==> src/rtl/triode_off_tally.sv <==
// triode_off_tally
// Sums the per-flip-flop "triodes off" counts every U cycle and accumulates
// those sums over a programmable window of enabled cycles. When a window
// closes, a snapshot (total, peak, cycle count, overflow) is posted to the
// register side and held until the consumer acknowledges it.
//
// Snapshot handshake (valid/ack):
//   snap_valid rises on the edge a window closes and stays high until an
//   edge where snap_ack=1 and no new window closes. snap_ack while
//   snap_valid=0 has no effect. If a window closes on the same edge as
//   snap_ack, the new snapshot is loaded and snap_valid stays high. If a
//   window closes while snap_valid=1 and snap_ack=0, the old snapshot is
//   overwritten and the sticky snap_lost flag is set until RESET.
//
// Pipeline: S1 registers the inputs, S2 registers the adder-tree sum, S3
// accumulates. A sample presented at edge n updates S3 state at edge n+2.
module triode_off_tally #(
    parameter  int NDFF = 16,
    parameter  int WINW = 16,
    parameter  int ACCW = 32,
    localparam int SW   = $clog2(6 * NDFF + 1)
) (
    input  logic                 U,
    input  logic                 RESET,
    input  logic [3*NDFF-1:0]    nto_bus,
    input  logic                 en,
    input  logic [WINW-1:0]      win_len,
    output logic                 snap_valid,
    input  logic                 snap_ack,
    output logic [ACCW-1:0]      snap_total,
    output logic [SW-1:0]        snap_peak,
    output logic [WINW-1:0]      snap_cycles,
    output logic                 snap_ovf,
    output logic                 snap_lost
);

    // S1 registers
    logic [3*NDFF-1:0] bus_s1;
    logic              en_s1;

    // S2 registers
    logic [SW-1:0]     sum_s2;
    logic              en_s2;

    // S3 window state
    logic [ACCW-1:0]   acc;
    logic [SW-1:0]     peak;
    logic [WINW-1:0]   cnt;
    logic              ovf;

    // Combinational S2 and S3 next values
    logic [SW-1:0]     tree_sum;
    logic [ACCW:0]     acc_wide;
    logic [ACCW-1:0]   acc_next;
    logic              ovf_next;
    logic [SW-1:0]     peak_next;
    logic [WINW-1:0]   cnt_next;
    logic              close;

    // S1: capture the raw count bus and its qualifier
    always_ff @(posedge U or posedge RESET) begin
        if (RESET) begin
            bus_s1 <= '0;
            en_s1  <= 1'b0;
        end else begin
            bus_s1 <= nto_bus;
            en_s1  <= en;
        end
    end

    // Adder tree over the registered counts; illegal 7s are summed as-is
    always_comb begin
        tree_sum = '0;
        for (int k = 0; k < NDFF; k++) begin
            tree_sum = tree_sum + SW'(bus_s1[3*k +: 3]);
        end
    end

    // S2: register the per-cycle sum with its qualifier
    always_ff @(posedge U or posedge RESET) begin
        if (RESET) begin
            sum_s2 <= '0;
            en_s2  <= 1'b0;
        end else begin
            sum_s2 <= tree_sum;
            en_s2  <= en_s1;
        end
    end

    // S3 next values: saturating accumulate, running peak, cycle count and
    // the close decision; >= lets a lowered win_len close the window at once
    always_comb begin
        acc_wide  = {1'b0, acc} + (ACCW + 1)'(sum_s2);
        acc_next  = acc_wide[ACCW] ? {ACCW{1'b1}} : acc_wide[ACCW-1:0];
        ovf_next  = ovf | acc_wide[ACCW];
        peak_next = (sum_s2 > peak) ? sum_s2 : peak;
        cnt_next  = cnt + WINW'(1);
        close     = en_s2 && (win_len != '0) && (cnt_next >= win_len);
    end

    // S3: window accumulation, cleared on close; disabled samples change nothing
    always_ff @(posedge U or posedge RESET) begin
        if (RESET) begin
            acc  <= '0;
            peak <= '0;
            cnt  <= '0;
            ovf  <= 1'b0;
        end else if (en_s2) begin
            if (close) begin
                acc  <= '0;
                peak <= '0;
                cnt  <= '0;
                ovf  <= 1'b0;
            end else begin
                acc  <= acc_next;
                peak <= peak_next;
                cnt  <= cnt_next;
                ovf  <= ovf_next;
            end
        end
    end

    // Snapshot registers: loaded with the updated window values on close
    always_ff @(posedge U or posedge RESET) begin
        if (RESET) begin
            snap_total  <= '0;
            snap_peak   <= '0;
            snap_cycles <= '0;
            snap_ovf    <= 1'b0;
        end else if (close) begin
            snap_total  <= acc_next;
            snap_peak   <= peak_next;
            snap_cycles <= cnt_next;
            snap_ovf    <= ovf_next;
        end
    end

    // Handshake state: valid set on close, cleared by ack; lost is sticky
    always_ff @(posedge U or posedge RESET) begin
        if (RESET) begin
            snap_valid <= 1'b0;
            snap_lost  <= 1'b0;
        end else begin
            if (close) begin
                snap_valid <= 1'b1;
                if (snap_valid && !snap_ack) begin
                    snap_lost <= 1'b1;
                end
            end else if (snap_ack) begin
                snap_valid <= 1'b0;
            end
        end
    end

endmodule

==> config.mk <==
export PLATFORM = sky130hd
export DESIGN_NAME = triode_off_tally
export DESIGN_NICKNAME = d
export VERILOG_FILES = /design/src/rtl/triode_off_tally.sv
export SDC_FILE = /design/constraint.sdc
export NUM_CORES = 1
export LEC_CHECK = 0
export ABC_AREA = 1
export CORE_MARGIN = 5
export CORE_UTILIZATION = 40
export CTS_CLUSTER_DIAMETER = 60
export DETAILED_ROUTE_END_ITERATION = 10
export MAX_ROUTING_LAYER = met4
export SLEW_MARGIN = 5
export SYNTH_ARGS = -nofsm -noshare
export SYNTH_HDL_FRONTEND = slang
export SYNTH_SLANG_ARGS = --single-unit
==> constraint.sdc <==
create_clock -name U -period 6.9 [get_ports U]
set_input_delay 0.69 -clock U [delete_from_list [all_inputs] [get_ports U]]
set_output_delay 0.69 -clock U [all_outputs]
set_load 0.01 [all_outputs]
==> impl_metrics.env <==
export IMPL_post_cts_buffers=0
export IMPL_final_nets=1446
export IMPL_postLayoutCoreUtil=0.495
export IMPL_drive_gt1_frac=0.0790
export IMPL_crit_type="register to register"
export IMPL_place_gp_congestion=0.865
export IMPL_hold_buffers=0
export IMPL_first_pass_iters=4
export IMPL_placementRows=57
export IMPL_rr_endpoint="sum_s2[6]"
export IMPL_fin_cells=1628
export IMPL_ys_async_sr_fraction=1.00
export IMPL_powerDensity_nw_per_um2=419
export IMPL_placed_cells=1596
export IMPL_cp_required_ns=7.25
export IMPL_io_pins=126
export IMPL_crit_arrival_ns=5.07
export IMPL_fin_tns_setup_ns=0
export IMPL_hold_class="register to register"
export IMPL_yosys_warnings=0
export IMPL_vias_per_cell=4.69
export IMPL_period_needed_ns=4.72
export IMPL_timing_fmax_mhz=212
export IMPL_tritoncts="built"
export IMPL_ctsLongestPathBuffers=2
export IMPL_clockRootBuffer="clkbuf_16"
export IMPL_holdPathStages=0
export IMPL_grt_pass1_vias=7914
export IMPL_total_power_uw=5060
export IMPL_cp_start_kind="register"
export IMPL_cp_cell_sequence="fa_1 -> inv_1 -> fa_1 -> inv_1 -> fa_1 -> inv_1 -> fa_1 -> fa_1 -> fa_1 -> inv_1 -> ha_1 -> nand3_1 -> nand2_1 -> a21oi_1 -> nor2_1 -> nor2_1 -> xnor2_1"
export IMPL_netlist_area_um2=9950
export IMPL_grt_antenna_before_repair=0
export IMPL_crit_top_cell="fa_1"
export IMPL_setup_violations=0
export IMPL_fp_dieW_um=168
export IMPL_holdPathEnd="en_s2"
export IMPL_endpoint_kind="register"
export IMPL_r2r_slack_ns=2.18
export IMPL_initial_core_util=0.408
export IMPL_port_buffers=125
export IMPL_leakage_uw=0.00628
export IMPL_dieHeight_um=168
export IMPL_routed_via_count=7642
export IMPL_wl_per_cell_um=14.0
export IMPL_avgSynthCellArea_um2=8.47
export IMPL_grt_max_degree=110
export IMPL_reg2reg_depth=17
export IMPL_dp_hpwl_um=16400
export IMPL_critPathSlowestCell="fa_1"
export IMPL_slew_violations=0
export IMPL_worst_path_max_fanout=2
export IMPL_fin_worst_skew_ns=0.0169
export IMPL_overflow=0
export IMPL_ys_types=39
export IMPL_synthesis_nets=1330
export IMPL_drc_errors=0
export IMPL_clkTransAtPathRegs_ns=0.08
export IMPL_synth_edff_count=0
export IMPL_cts_resized=0
export IMPL_max_cap_violations=0
export IMPL_regToRegStartpoint="bus_s1[32]"
export IMPL_tightestPinTransition_ns=0.996
export IMPL_outcome="complete, no violations"
export IMPL_ys_flop_type="dfrtp_1"
export IMPL_grt_pass1_wl_um=39500
export IMPL_slowest_delay_ns=0.60
export IMPL_clk_latency_ns=0.44
export IMPL_rsz0062_at_grt="no"
export IMPL_syn2layout_area_growth_pct=21.2
export IMPL_synth_seq_cells=171
export IMPL_fillers=2363
export IMPL_hold_viol_final=0
export IMPL_hp_start="en_s1"
export IMPL_whs_ns=0.352
export IMPL_yosysSeqAreaShare=0.430
export IMPL_slew_headroom=0.336
export IMPL_core_um2=24400
export IMPL_clock_sinks=171
export IMPL_routed_wl_um=22800
export IMPL_syn_inst=1175
export IMPL_drtIter0Drc=497
export IMPL_h_tree_depth=4
export IMPL_n_antenna_cell=0
export IMPL_dieArea_um2=28100
export IMPL_cts_inserted_buffers=17
export IMPL_ir_drop_mv=0.298
export IMPL_grt_usage=0.176
export IMPL_finalCritPeriodShare=0.684
export IMPL_final_antenna_net_count=0
==> state kept, by name, indices dropped and copies added (netlist names) <==
register	cells
snap_cycles	16
acc	32
sum_s2	7
snap_total	32
snap_peak	7
cnt	16
peak	7
ovf	1
snap_ovf	1
en_s1	1
snap_lost	1
en_s2	1
bus_s1	48
snap_valid	1
==> logic make-up (layout without fill, tap and decap cells) <==
group,after synthesis,after routing,synth area share
buffers and inverters,206,335,0.0870
AO/OA/AOI/OAI,32,32,0.0171
adder cells (fa/ha/maj),87,87,0.140
AND/OR/NAND/NOR,653,653,0.303
flip-flops,171,171,0.430
XOR/XNOR,26,26,0.0229
==> where the power goes <==
group	internal [µW]	leakage, µW	switching [µW]
clock	496	0.000297	493
combinational	1130	0.00382	1390
sequential	1310	0.00216	226
==> worst max path at each step <==
stage | end | startpoint | slack [ns] | cells past startpoint
after floorplan | acc[0] | RESET | 1.58 | 1
after global placement | sum_s2[6] | bus_s1[32] | 2.28 | 17
after detailed placement | sum_s2[6] | bus_s1[32] | 2.16 | 17
after CTS | sum_s2[6] | bus_s1[32] | 2.12 | 17
after global routing | sum_s2[6] | bus_s1[32] | 1.96 | 17
final | sum_s2[6] | bus_s1[32] | 2.18 | 17
==> placed cells by master (no fill, tap or decap), drive strengths merged <==
cell	count
o21ai	15
buf	4
nand3	124
fa	41
or2	7
o21bai	2
ha	46
nor3	11
o21a	2
nor2	47
nor3b	1
clkinvlp	1
clkinv	9
nand4	15
nand2	439
a21oi	13
inv	179
clkdlybuf4s50	125
xor2	19
dfrtp	171
xnor2	7
nand3b	9
clkbuf	17
==> layout make-up <==
class                   count  area [µm²]  share of cell area
clock buffers              17         425              0.0353
clock inverters            15         195              0.0162
inverters                 174         659              0.0547
multi-input cells         798        4810               0.399
flip-flops and latches    171        4280               0.355
well taps                 324         405              0.0336
repair buffers            129        1280               0.106
==> metrics by stage <==
stage          instance area [µm²]  worst slack (ns)
2_1_floorplan                 9950              1.58
3_3_place_gp                 11400              2.28
3_5_place_dp                 11400              2.16
4_1_cts                      12100              2.12
5_1_grt                      12100              1.96
6_report                     12100              2.18
==> worst max-delay path, delay by kind of cell, from the launching register on <==
| family | cells | cell delay (ns) |
|---|---|---|
| flip-flops | 1 | 0.39 |
| AND/OR/NAND/NOR | 4 | 0.31 |
| XOR/XNOR | 1 | 0.14 |
| buffers and inverters | 4 | 0.21 |
| AO/OA/AOI/OAI | 1 | 0.13 |
| adder cells (fa/ha/maj) | 7 | 3.43 |
==> synth_stat cells (11+ instances only) <==
master / number / area share
buf_4: 11 / 0.0083
o21ai_0: 14 / 0.0070
nand3_2: 21 / 0.021
nand2_2: 11 / 0.0069
nand2_1: 422 / 0.16
fa_1: 41 / 0.082
a21oi_1: 13 / 0.0065
inv_1: 165 / 0.062
nor2_1: 39 / 0.015
nand4_1: 13 / 0.0082
dfrtp_1: 171 / 0.43
nand3_1: 101 / 0.051
xor2_1: 19 / 0.017
ha_1: 46 / 0.058
==> routing by layer <==
metal	wire length, µm	GRT usage	vias to the layer above	part of all wire
met4	378	0.0434	0	0.017
met3	1010	0.0389	25	0.045
met5	0	-	-	0
li1	-	-	3844	-
met1	10300	0.227	3640	0.45
met2	11100	0.284	133	0.49
(Power assumes the default switching activity.)
